===== config.mk =====
export PLATFORM = sky130hd
export DESIGN_NAME = mii_tx_framer_flat
export DESIGN_NICKNAME = d
export VERILOG_FILES = /design/src/rtl/mii_tx_framer_if.sv /design/src/rtl/mii_tx_framer.sv /design/src/flat_wrapper.sv
export SDC_FILE = /design/constraint.sdc
export NUM_CORES = 1
export LEC_CHECK = 0
export ABC_AREA = 1
export ABC_CLOCK_PERIOD_IN_PS = 2800
export CELL_PAD_IN_SITES_DETAIL_PLACEMENT = 0
export CELL_PAD_IN_SITES_GLOBAL_PLACEMENT = 1
export CORE_MARGIN = 4
export CORE_UTILIZATION = 47
export CTS_CLUSTER_DIAMETER = 200
export DETAILED_ROUTE_END_ITERATION = 12
export GPL_ROUTABILITY_DRIVEN = 0
export MAX_ROUTING_LAYER = met4
export PLACE_DENSITY_LB_ADDON = 0.1
export SLEW_MARGIN = 20
export SYNTH_ARGS = -nofsm -noshare
export SYNTH_HDL_FRONTEND = slang
export SYNTH_SLANG_ARGS = --single-unit

===== constraint.sdc =====
create_clock -name clk_i -period 2.8 [get_ports clk_i]
set_input_delay 0.42 -clock clk_i [delete_from_list [all_inputs] [get_ports clk_i]]
set_output_delay 0.42 -clock clk_i [all_outputs]
set_load 0.005 [all_outputs]

===== src/rtl/mii_tx_framer_if.sv =====
// rtl/mii_tx_framer_if.sv - application-side nibble stream into the MII TX framer
interface mii_tx_framer_if;
  logic       tx_vld;
  logic       tx_eof;
  logic [3:0] tx_dat;
  logic       tx_ack;

  modport master (output tx_vld, output tx_eof, output tx_dat, input  tx_ack);
  modport slave  (input  tx_vld, input  tx_eof, input  tx_dat, output tx_ack);
endinterface


===== src/rtl/mii_tx_framer.sv =====
// rtl/mii_tx_framer.sv - MII nibble TX framer: preamble/SFD, padding, CRC-32 FCS, IFG, underrun
module mii_tx_framer #(
  parameter int PREAMBLE_NIBBLES = 15,
  parameter int MIN_DATA_NIBBLES = 120,
  parameter int IFG_NIBBLES      = 24,
  parameter bit APPEND_FCS       = 1'b1,
  parameter int CNT_W            = 16
) (
  input  logic             clk_i,
  input  logic             rstn_i,
  mii_tx_framer_if.slave   tx_if,
  output logic             mii_tx_en_o,
  output logic [3:0]       mii_tx_dat_o,
  output logic             busy_o,
  output logic             underrun_o,
  output logic [CNT_W-1:0] frame_cnt_o,
  output logic [CNT_W-1:0] underrun_cnt_o
);

  localparam int CMAX = (PREAMBLE_NIBBLES > IFG_NIBBLES) ? PREAMBLE_NIBBLES : IFG_NIBBLES;
  localparam int CW   = $clog2(((CMAX > 8) ? CMAX : 8) + 1);
  localparam int LW   = $clog2(MIN_DATA_NIBBLES + 2);
  localparam logic [CW-1:0] PRE_LOAD = CW'(PREAMBLE_NIBBLES);
  localparam logic [CW-1:0] IFG_LOAD = CW'(IFG_NIBBLES - 1);
  localparam logic [LW-1:0] MIN_LEN  = LW'(MIN_DATA_NIBBLES);
  localparam logic [31:0]   CRC_POLY = 32'hEDB88320;

  typedef enum logic [2:0] {S_IDLE, S_PRE, S_SFD, S_DATA, S_PAD, S_FCS, S_IFG} state_t;

  state_t           state_q, state_d;
  logic [CW-1:0]    cnt_q, cnt_d;
  logic [LW-1:0]    len_q, len_d;
  logic             odd_q, odd_d;
  logic [31:0]      crc_q, crc_d;
  logic             corrupt_q, corrupt_d;
  logic             discard_q, discard_d;
  logic             en_q, en_d;
  logic [3:0]       dat_q, dat_d;
  logic             ur_q, ur_d;
  logic [CNT_W-1:0] frame_cnt_q, frame_cnt_d;
  logic [CNT_W-1:0] ur_cnt_q, ur_cnt_d;
  logic             ack;
  logic             tail;
  logic             go_ifg;
  logic [31:0]      fcs_word;

  function automatic logic [31:0] crc_nibble(input logic [31:0] c, input logic [3:0] d);
    logic [31:0] r;
    r = c;
    for (int i = 0; i < 4; i++) begin
      r = (r[0] ^ d[i]) ? ((r >> 1) ^ CRC_POLY) : (r >> 1);
    end
    return r;
  endfunction

  always_comb begin
    state_d     = state_q;
    cnt_d       = cnt_q;
    len_d       = len_q;
    odd_d       = odd_q;
    crc_d       = crc_q;
    corrupt_d   = corrupt_q;
    discard_d   = discard_q;
    en_d        = 1'b0;
    dat_d       = 4'h0;
    ur_d        = 1'b0;
    frame_cnt_d = frame_cnt_q;
    ur_cnt_d    = ur_cnt_q;
    ack         = 1'b0;
    tail        = 1'b0;
    go_ifg      = 1'b0;
    fcs_word    = ~crc_q ^ {32{corrupt_q}};

    // Flush the leftovers of an abandoned frame while the line is quiet.
    if ((state_q == S_IDLE || state_q == S_IFG) && discard_q) begin
      ack = 1'b1;
      if (tx_if.tx_vld && tx_if.tx_eof) discard_d = 1'b0;
    end

    case (state_q)
      S_IDLE: begin
        if (tx_if.tx_vld && !discard_q) begin
          state_d = S_PRE;
          cnt_d   = PRE_LOAD;
        end
      end
      S_PRE: begin
        en_d  = 1'b1;
        dat_d = 4'h5;
        if (cnt_q == CW'(1)) state_d = S_SFD;
        else                 cnt_d   = cnt_q - 1'b1;
      end
      S_SFD: begin
        en_d      = 1'b1;
        dat_d     = 4'hD;
        crc_d     = '1;
        len_d     = '0;
        odd_d     = 1'b0;
        corrupt_d = 1'b0;
        state_d   = S_DATA;
      end
      S_DATA: begin
        ack  = 1'b1;
        en_d = 1'b1;
        if (tx_if.tx_vld) begin
          dat_d = tx_if.tx_dat;
          crc_d = crc_nibble(crc_q, tx_if.tx_dat);
          len_d = (len_q < MIN_LEN) ? len_q + 1'b1 : len_q;
          odd_d = ~odd_q;
          if (tx_if.tx_eof) begin
            if (len_d < MIN_LEN || odd_d) state_d = S_PAD;
            else                          tail    = 1'b1;
          end
        end else begin
          crc_d     = crc_nibble(crc_q, 4'h0);
          ur_d      = 1'b1;
          ur_cnt_d  = ur_cnt_q + 1'b1;
          corrupt_d = 1'b1;
          discard_d = 1'b1;
          tail      = 1'b1;
        end
      end
      S_PAD: begin
        en_d  = 1'b1;
        crc_d = crc_nibble(crc_q, 4'h0);
        len_d = (len_q < MIN_LEN) ? len_q + 1'b1 : len_q;
        odd_d = ~odd_q;
        if (!(len_d < MIN_LEN) && !odd_d) tail = 1'b1;
      end
      S_FCS: begin
        en_d  = 1'b1;
        dat_d = fcs_word[{cnt_q[2:0], 2'b00} +: 4];
        if (cnt_q[2:0] == 3'd7) go_ifg = 1'b1;
        else                    cnt_d  = cnt_q + 1'b1;
      end
      S_IFG: begin
        if (cnt_q == CW'(1)) state_d = S_IDLE;
        else                 cnt_d   = cnt_q - 1'b1;
      end
      default: state_d = S_IDLE;
    endcase

    if (tail) begin
      if (APPEND_FCS) begin
        state_d = S_FCS;
        cnt_d   = '0;
      end else begin
        go_ifg = 1'b1;
      end
    end

    // The idle cycle in S_IDLE is part of the gap, so S_IFG itself lasts one cycle less.
    if (go_ifg) begin
      if (!corrupt_d) frame_cnt_d = frame_cnt_q + 1'b1;
      corrupt_d = 1'b0;
      cnt_d     = IFG_LOAD;
      state_d   = (IFG_NIBBLES > 1) ? S_IFG : S_IDLE;
    end
  end

  always_ff @(posedge clk_i or negedge rstn_i) begin
    if (!rstn_i) begin
      state_q     <= S_IDLE;
      cnt_q       <= '0;
      len_q       <= '0;
      odd_q       <= 1'b0;
      crc_q       <= '1;
      corrupt_q   <= 1'b0;
      discard_q   <= 1'b0;
      en_q        <= 1'b0;
      dat_q       <= 4'h0;
      ur_q        <= 1'b0;
      frame_cnt_q <= '0;
      ur_cnt_q    <= '0;
    end else begin
      state_q     <= state_d;
      cnt_q       <= cnt_d;
      len_q       <= len_d;
      odd_q       <= odd_d;
      crc_q       <= crc_d;
      corrupt_q   <= corrupt_d;
      discard_q   <= discard_d;
      en_q        <= en_d;
      dat_q       <= dat_d;
      ur_q        <= ur_d;
      frame_cnt_q <= frame_cnt_d;
      ur_cnt_q    <= ur_cnt_d;
    end
  end

  assign tx_if.tx_ack   = ack;
  assign mii_tx_en_o    = en_q;
  assign mii_tx_dat_o   = dat_q;
  assign busy_o         = (state_q != S_IDLE);
  assign underrun_o     = ur_q;
  assign frame_cnt_o    = frame_cnt_q;
  assign underrun_cnt_o = ur_cnt_q;

endmodule


===== src/flat_wrapper.sv =====
// flat-port wrapper written by rule: the top's interface ports become plain ports
module mii_tx_framer_flat 
#(
  parameter int PREAMBLE_NIBBLES = 15,
  parameter int MIN_DATA_NIBBLES = 120,
  parameter int IFG_NIBBLES      = 24,
  parameter bit APPEND_FCS       = 1'b1,
  parameter int CNT_W            = 16
)
  (clk_i, rstn_i, mii_tx_en_o, mii_tx_dat_o, busy_o, underrun_o, frame_cnt_o, underrun_cnt_o, tx_if_tx_vld, tx_if_tx_eof, tx_if_tx_dat, tx_if_tx_ack);
  mii_tx_framer_if tx_if_i ();
  input  logic clk_i;
  input  logic rstn_i;
  output logic mii_tx_en_o;
  output logic [3:0] mii_tx_dat_o;
  output logic busy_o;
  output logic underrun_o;
  output logic [CNT_W-1:0] frame_cnt_o;
  output logic [CNT_W-1:0] underrun_cnt_o;
  input wire logic [$bits(tx_if_i.tx_vld)-1:0] tx_if_tx_vld;
  input wire logic [$bits(tx_if_i.tx_eof)-1:0] tx_if_tx_eof;
  input wire logic [$bits(tx_if_i.tx_dat)-1:0] tx_if_tx_dat;
  output wire logic [$bits(tx_if_i.tx_ack)-1:0] tx_if_tx_ack;
  assign tx_if_i.tx_vld = tx_if_tx_vld;
  assign tx_if_i.tx_eof = tx_if_tx_eof;
  assign tx_if_i.tx_dat = tx_if_tx_dat;
  assign tx_if_tx_ack = tx_if_i.tx_ack;
  mii_tx_framer #(.PREAMBLE_NIBBLES(PREAMBLE_NIBBLES), .MIN_DATA_NIBBLES(MIN_DATA_NIBBLES), .IFG_NIBBLES(IFG_NIBBLES), .APPEND_FCS(APPEND_FCS), .CNT_W(CNT_W)) u_core (.clk_i(clk_i), .rstn_i(rstn_i), .tx_if(tx_if_i), .mii_tx_en_o(mii_tx_en_o), .mii_tx_dat_o(mii_tx_dat_o), .busy_o(busy_o), .underrun_o(underrun_o), .frame_cnt_o(frame_cnt_o), .underrun_cnt_o(underrun_cnt_o));
endmodule

**Yosys cells after proc, flatten, opt, wreduce, memory -nomap -nowiden**

Index checks and enable logic that the tools add are counted.

- Register bits after elaboration: 88
- Logic and storage cells: 125

- Add/sub/neg operators: 5
- $lt $le $gt $ge: 2
- Eq/ne operators: 18
- Shift operators: 1
- Mux-type cells: 51
- Bitwise operators: 16
- Reductions and logical operators: 20

Operators with widths:

| operator | count |
|---|---|
| 2-to-1 mux 32 bit | 9 |
| NOT 13 -> 14 bit | 7 |
| one-hot mux 32 bit (3 select lines) | 1 |
| adder 16 x 1 -> 16 bit, second input constant | 2 |
| NOT 32 bit | 1 |
| indexed part select 32 x 6 -> 4 bit | 1 |
| XOR 32 bit | 1 |
| 2-to-1 mux 5 bit | 5 |
| 2-to-1 mux 3 bit | 8 |
| != test 4 x 2 -> 1 bit, second input constant | 6 |
| one-hot mux 7 bit (3 select lines) | 1 |
| 2-to-1 mux 1 bit | 18 |
| one-hot mux 3 bit (6 select lines) | 1 |
| one-hot mux 4 bit (4 select lines) | 1 |
| one-hot mux 5 bit (3 select lines) | 1 |
| < comparator 7 bit, second input constant | 2 |
| 2-to-1 mux 7 bit | 2 |
| == test 3 bit, second input constant | 4 |
| != test 4 x 1 -> 1 bit, second input constant | 2 |
| adder 7 x 1 -> 7 bit, second input constant | 1 |
| AND reduction 7 bit | 1 |
| == test 3 x 2 -> 1 bit, second input constant | 2 |
| AND reduction 2 bit | 3 |
| nonzero test 3 bit | 2 |
| 19 further kinds | 31 |

**Depth between registers and ports, before layout**

Gate-level depths: netlist (run 1).

- Depth in word-level cells: 10
- Gate-level depth with buffers: 14
- Mapped depth without buffers: 14

**Worst setup path after synthesis (run 1)**

Ideal clock, no wire load.

- Kind: reg-to-reg
- From: register u_core.crc_q[2]
- To: register u_core.crc_q[7]
- Library setup time: 0.067 ns
- Data arrival time: 1.657 ns
- Data required time: 2.733 ns
- Path slack: 1.076 ns
- Cell stages (with the launch flop): 12
- Buffers on the path: 1
- Cells stage by stage: dfstp_2 -> buf_2 -> inv_1 -> nand2_1 -> nand2_2 -> xor2_2 -> inv_1 -> nand2_1 -> o21ai_0 -> o21ai_0 -> a21oi_1 -> nor2_1

- Cells in the longest elaborated chain, start to end: 7
- Elaborated cells on any way between the ends: 11
- Classes of those cells: 10 x mux; 1 x bitwise

Ends and longest elaborated chain:

| what | RTL line | text |
|---|---|---|
| start: declaration | mii_tx_framer.sv:34 | `logic [31:0] crc_q, crc_d;` |
| start signal: assignment | mii_tx_framer.sv:180 | `crc_q <= crc_d;` |
| 2-to-1 mux 32 bit (2 in series) | mii_tx_framer.sv:51 | `r = (r[0] ^ d[i]) ? ((r >> 1) ^ CRC_POLY) : (r >> 1);` |
| XOR 1 bit | mii_tx_framer.sv:51 |  |
| 2-to-1 mux 32 bit (2 in series) | mii_tx_framer.sv:51 |  |
| 2-to-1 mux 32 bit | mii_tx_framer.sv:105 | `if (tx_if.tx_vld) begin` |
| one-hot mux 32 bit (3 select lines) (*) | mii_tx_framer.sv:80 | `case (state_q)` |

Every way passes the cells marked *; elsewhere a longest branch is shown, timed or not.
A chain may end at the register's enable or synchronous reset.

**Worst setup path in the final report (run 1)**

- From: register u_core.state_q[0]
- To: output tx_if_tx_ack

- Cells in the longest elaborated chain, start to end: 5
- Elaborated cells on any way between the ends: 7
- Classes of those cells: 2 x eq/ne; 2 x mux; 3 x reduce/logical

Ends and longest elaborated chain:

| what | RTL line | text |
|---|---|---|
| start: declaration | mii_tx_framer.sv:30 | `state_t state_q, state_d;` |
| start signal: assignment | mii_tx_framer.sv:176 | `state_q <= state_d;` |
| == test 3 bit or zero test 3 bit (tied branches) | mii_tx_framer.sv:75 | `if ((state_q == S_IDLE \|\| state_q == S_IFG) && discard_q) begin` |
| logical OR 1 bit | mii_tx_framer.sv:75 |  |
| logical AND 1 bit | mii_tx_framer.sv:75 |  |
| 2-to-1 mux 1 bit | mii_tx_framer.sv:75 |  |
| 2-to-1 mux 1 bit (*) | mii_tx_framer.sv:80 |  |
| end: declaration | flat_wrapper.sv:23 | `output wire logic [$bits(tx_if_i.tx_ack)-1:0] tx_if_tx_ack;` |

Marked as above.

==> impl_results.md, run 1 <==
* Status: finished clean
* Critical path arrival at 2.09 ns
* Ports at 48
* Cell count after synthesis at 749
* Unrepaired setup endpoints after global routing: false
* Max_cap viols at 0
* Final setup TNS at 0 ns
* Max Fclk at around 0.4 GHz
* DR iter-0 viols at 347
* H-tree lvl count at 3
* Critical Path Fanout Max at 6
* Num CTS Buffers at 9
* Core Region at 0.01201 mm^2
* Critical path class: reg -> out
* Syn Area/Cell at 7.708 um^2
* GRT overflow at 0
* WP data required at 2.38 ns
* Post-DP HPWL at approximately 11 mm
* Worst vdd ir at 0.3570 mV
* PwrDens at 1185 mW/mm^2
* Clock sinks at 88
* Finished Cell Area at 0.006770 mm^2
* Post-CTS Hold Fix Bufs at 0
* Setup crit start kind: flop
* Final hold violations at 0
* Area after DPL at 0.006436 mm^2
* First-pass GRT wire length at 25.41 mm
* Drt first pass iters at 5
* Slew Viols, Final at 0
* Total Wirelength at between 15 and 20 mm
* Clock skew after layout at 0.008133 ns
* Clock insertion delay at the later pin of the skew report at 0.34 ns
* Slew @ Worst Pin at 0.7966 ns
* Clock tree buffer depth at 2
* Critical Path Most Common Cell: nand2_1
* Initial antenna violation count at 0
* Worst hold path class: in -> async
* Synth warn at 0
* Relative slew slack at 46.72%
* Mapped Area at 0.005773 mm^2
* Post-route ant nets at 0
* Post-synth top flop: dfrtp_1
* Die Y at around 120 um
* TritonCTS clock tree: built
* Seq cells post-synth at 88
* Clock Pin Slew Worst Setup and Hold Paths at 0.06 ns
* Initial Util at 48.06%
* Worst Setup End Kind: output pin
* Synth Net Count at 764
* Row cnt at 40
* CP max stage delay at around 0.5 ns
* Largest net degree at the start of global routing at 49
* Total track usage at 22.90%
* Die ar. at 0.01412 mm^2
* Final Cycle Share at approximately nine tenths
* Yosys cell types at 45
* Ys async rst share at 100.0%
* # setup viols final at 0
* Layout Nets at between 800 and 900
* # diodes at 0
* CTS root buf: clkbuf_16
* Register area share after synthesis at 38.84%
* Crit path time final at 2.507 ns
* Cts repair resizes at 0
* Port bufs at 47
* Vias in the first global route at around 5100
* Synth-to-Final Area Change at 17.27%
* # DRC at 0
* Wire per inst at ~16 um
* Post-synth EDFFs at 0
* Worst-path cell chain: inv_2 -> nand2_1 -> nor2_1 -> inv_1 -> nand2_1 -> nand2_1 -> nand2_1 -> clkdlybuf4s50_1
* Die width at 118.8 um
* Share of layout cells above drive strength 1 at 13.06%
* # Post-CTS Setup Buffers at 0
* Critical-path top delay cell: clkdlybuf4s50_1
* Via-to-Cell Ratio at 5.410
* LEAKAGE at 3.183 nW
* Vias after detailed routing at 5145
-- metrics by stage --
step	hold WS [ns]	power, W	util [%]	instances	setup WS (ns)
after detailed placement	0.4303	0.006608	53.58	936	0.2437
after floorplan	0.1244	0.005419	-	749	1.076
after CTS	0.06430	0.008035	56.36	951	0.2944
after global routing	0.07615	0.008672	56.36	951	0.1278
after global placement	0.4290	0.006536	53.58	936	0.3132
final	0.07424	0.008020	56.36	951	0.2926
-- path summary, 6_finish.rpt --
kind                            cells past startpoint               end              start  slack (ns)
worst max-delay path                                8      tx_if_tx_ack  u_core.state_q[0]        0.29
worst min-delay path                                1   u_core.crc_q[0]             rstn_i        0.07
worst max register to register                      7  u_core.crc_q[17]    u_core.crc_q[1]        0.47
worst min register to register                      1      u_core.odd_q       u_core.odd_q        0.49
max in group asynchronous                           2  u_core.crc_q[14]             rstn_i        2.25
min in group clk_i                                  1      u_core.odd_q       u_core.odd_q        0.49
-- state kept, by name, summed over array words and instances, names as in the netlist, 3 cells and up --
name / flops
u_core.crc_q: 32
u_core.mii_tx_dat_o: 4
u_core.len_q: 7
u_core.frame_cnt_o: 16
u_core.cnt_q: 5
u_core.state_q: 3
u_core.underrun_cnt_o: 16
-- synth_stat cells, types with 7 or more instances --
cell	count	area share (%)
ha_1	7	1.5
nand2_1	145	9.4
nand3_1	38	3.3
xor2_1	44	6.7
dfstp_2	32	15
inv_1	83	5.4
a21oi_1	48	4.2
buf_2	10	0.87
inv_2	8	0.52
o22ai_1	7	0.76
nand2_2	11	1.2
xnor2_1	38	5.8
nor2_4	7	1.4
nor2_1	68	4.4
dfrtp_1	56	24
clkbuf_1	7	0.46
nand4_1	12	1.3
o21ai_0	73	6.3
-- where the power goes --
group	internal, W	switching, W	total, W
clock network	0.000866	0.000511	0.00138
logic	0.00164	0.00253	0.00416
registers	0.00188	0.000596	0.00248
total	0.00439	0.00363	0.00802
-- kinds of logic after synthesis --
| family | synth area share, % |
|---|---|
| flops | 38.84 |
| simple gates | 23.65 |
| xor+xnor | 13.29 |
| compound gates | 14.76 |
| fa+ha+maj | 1.517 |
| buf+inv | 7.954 |
-- worst max-delay path, delay by kind of cell (launching register included) --
| family | cells | cell delay [ns] |
|---|---|---|
| buffers and inverters | 3 | 0.77 |
| AND/OR/NAND/NOR | 5 | 0.51 |
| flip-flops | 1 | 0.46 |
-- placed cells by master (no fill, tap or decap), types with 12 or more instances in the layout --
master           synthesis  routed
a21oi_1                 48      48
buf_4                    0      12
clkdlybuf4s50_1          0      46
dfrtp_1                 56      56
dfstp_2                 32      32
inv_1                   83      83
nand2_1                145     145
nand3_1                 38      38
nand4_1                 12      12
nor2_1                  68      68
o21ai_0                 73      73
xnor2_1                 38      38
xor2_1                  44      44
-- metal layers --
| metal | GRT usage [%] | up-vias | routed length (um) |
|---|---|---|---|
| li1 | - | 2520 | - |
| met4 | 8.110 | 0 | 356 |
| met5 | - | - | 0 |
| met1 | 28.24 | 2478 | 6849 |
| met2 | 38.76 | 122 | 7465 |
| met3 | 3.086 | 25 | 559 |
-- area by class of cell --
cell class / instances / area [um^2]
well taps: 147 / 183.9
repair buffers: 59 / 570.5
multi-input cells: 547 / 3072
fillers: 1173 / 5241
clock inverters: 6 / 108.9
clock buffers: 9 / 225.2
inverters: 95 / 367.9
flip-flops and latches: 88 / 2242
(Power assumes the default switching activity.)
==> run 2: changes to the inputs <==
--- a/config.mk
+++ b/config.mk
@@ -9,6 +9,7 @@
 export ABC_CLOCK_PERIOD_IN_PS = 2800
 export CELL_PAD_IN_SITES_DETAIL_PLACEMENT = 0
 export CELL_PAD_IN_SITES_GLOBAL_PLACEMENT = 1
+export CORE_ASPECT_RATIO = 1.5
 export CORE_MARGIN = 4
 export CORE_UTILIZATION = 47
 export CTS_CLUSTER_DIAMETER = 200
==> run 2 against run 1 <==
Net effect:
- global-route usage is 2.1 points higher
- fmax is 0.70% lower
- combinational power is 1% higher
- sequential cell count stayed put
- clock power is 10% lower
- register-to-register slack better by 0.16 ns
- largest power group unchanged
==> impl_results.md, run 2 (synthesis results as in run 1) <==
* Status: finished clean
* Worst hold path class: in -> async
* Wire per inst at 17.16 um
* CTS root buf: clkbuf_16
* Post-CTS Hold Fix Bufs at 0
* WP data required at 2.38 ns
* Die width at 98.49 um
* Cts repair resizes at 0
* Core Region at approximately 0.012 mm^2
* GRT overflow at 0
* Drt first pass iters at 7
* Final core utilization at a little under three fifths
* Clock Pin Slew Worst Setup and Hold Paths at 0.07 ns
* DR iter-0 viols at 258
* Clock insertion delay at the later pin of the skew report at 0.34 ns
* Critical path arrival at around 2.1 ns
* Max Fclk at 0.3960 GHz
* Die Y at 143.7 um
* Clock skew after layout at 0.008007 ns
* Num CTS Buffers at 9
* Most frequent cells in the layout: nand2_1 (145), inv_1 (83), o21ai_0 (73)
* Crit path time final at around 2.5 ns
* TritonCTS clock tree: built
* PwrDens at 1182 mW/mm^2
* Port bufs at between 40 and 50
* Initial Util at 48.04%
* First-pass GRT wire length at 26.99 mm
* H-tree lvl count at 3
* Row cnt at a little under 50
* Slew Viols, Final at 0
* LEAKAGE at 3.159 nW
* Post-route ant nets at 0
* Critical Path Fanout Max at 18
* Fin Hold WS at 0.06559 ns
* Worst vdd ir at 0.4472 mV
* # DRC at 0
* Max reg flops at 32
* Setup crit start kind: flop
* Placed instance count at 942
* Total track usage at 24.97%
* Relative slew slack at 62.49%
* # Post-CTS Setup Buffers at 0
* Ports at 48
* Die ar. at 0.01416 mm^2
* Number of fill cells in the layout at 1181
* Clock tree buffer depth at 2
* Leading cell type in the layout, fill and taps excluded: nand2_1
* Critical path class: reg -> out
* Vias after detailed routing at 5141
* Final hold violations at 0
* Worst Setup End Kind: output pin
* Final setup TNS at 0 ns
* Final Cycle Share at 90.18%
* Finished Layout Cells at 958
* Max_cap viols at 0
* Via-to-Cell Ratio at around 5.4
* # setup viols final at 0
* Largest net degree at the start of global routing at 42
* # diodes at 0
* Synth-to-Final Area Change at 16.75%
* Share of layout cells above drive strength 1 at around an eighth
* Unrepaired setup endpoints after global routing: false
* Reg with most FFs: u_core.crc_q
* Total Wirelength at 16.44 mm
* Vias in the first global route at between 5000 and 6000
* Post-DP HPWL at 12.30 mm
* Slew @ Worst Pin at 0.5626 ns
* Layout Nets at 815
* Clock sinks at 88
* Power Total at between 0.007 and 0.008 W
* Initial antenna violation count at 0
## run 2: cell count changes in the layout (fill, tap and decap cells not counted), sizes merged
cell,delta
bufinv,-2
inv,+1
clkbuf,+1
clkinvlp,+1
## run 2: per-layer routing
| layer | GRT usage [%] | vias to the layer above | part of all wire (%) |
|---|---|---|---|
| met3 | 2.865 | 40 | 2.9 |
| met5 | - | - | 0 |
| met1 | 27.19 | 2450 | 40 |
| met2 | 44.78 | 129 | 53 |
| met4 | 12.59 | 0 | 4.3 |
| li1 | - | 2522 | - |
## run 2: final timing paths
check	startpoint	end	slack, ns	cells past startpoint
max	u_core.state_q[2]	tx_if_tx_ack	0.27	6
min	rstn_i	u_core.mii_tx_dat_o[0]	0.07	1
max reg2reg	u_core.state_q[2]	u_core.len_q[2]	0.63	10
min reg2reg	u_core.odd_q	u_core.odd_q	0.51	1
max in group asynchronous	rstn_i	u_core.underrun_cnt_o[14]	2.08	2
min in group clk_i	u_core.odd_q	u_core.odd_q	0.51	1
## run 2: critical path: stages, from the launching register on
cell	delay, ns
dfrtp_1	0.40
inv_2	0.12
nand2_2	0.10
nor2_4	0.26
inv_2	0.24
nand2_1	0.12
clkdlybuf4s50_1	0.51
## run 2: cell type report
type	count	area [um^2]	area share (%)
clock inverters	6	67.56	1.002
flip-flops and latches	88	2242	33.27
well taps	153	191.4	2.840
clock buffers	10	229.0	3.397
inverters	95	367.9	5.458
repair buffers	59	570.5	8.465
multi-input cells	547	3072	45.57
## run 2: power by group
group	internal, W	total (W)	switching, W
logic	0.00164	0.00421	0.00257
registers	0.00189	0.00252	0.000637
clock network	0.000696	0.00124	0.000539
total	0.00422	0.00797	0.00375
## run 2: stage by stage
| stage | instance area [um^2] | setup WS [ns] |
|---|---|---|
| final | 6740 | 0.2750 |
| after global routing | 6740 | 0.1504 |
| after CTS | 6740 | 0.2561 |
| after detailed placement | 6444 | 0.4421 |
| after global placement | 6444 | 0.4847 |
| after floorplan | 5773 | 1.076 |
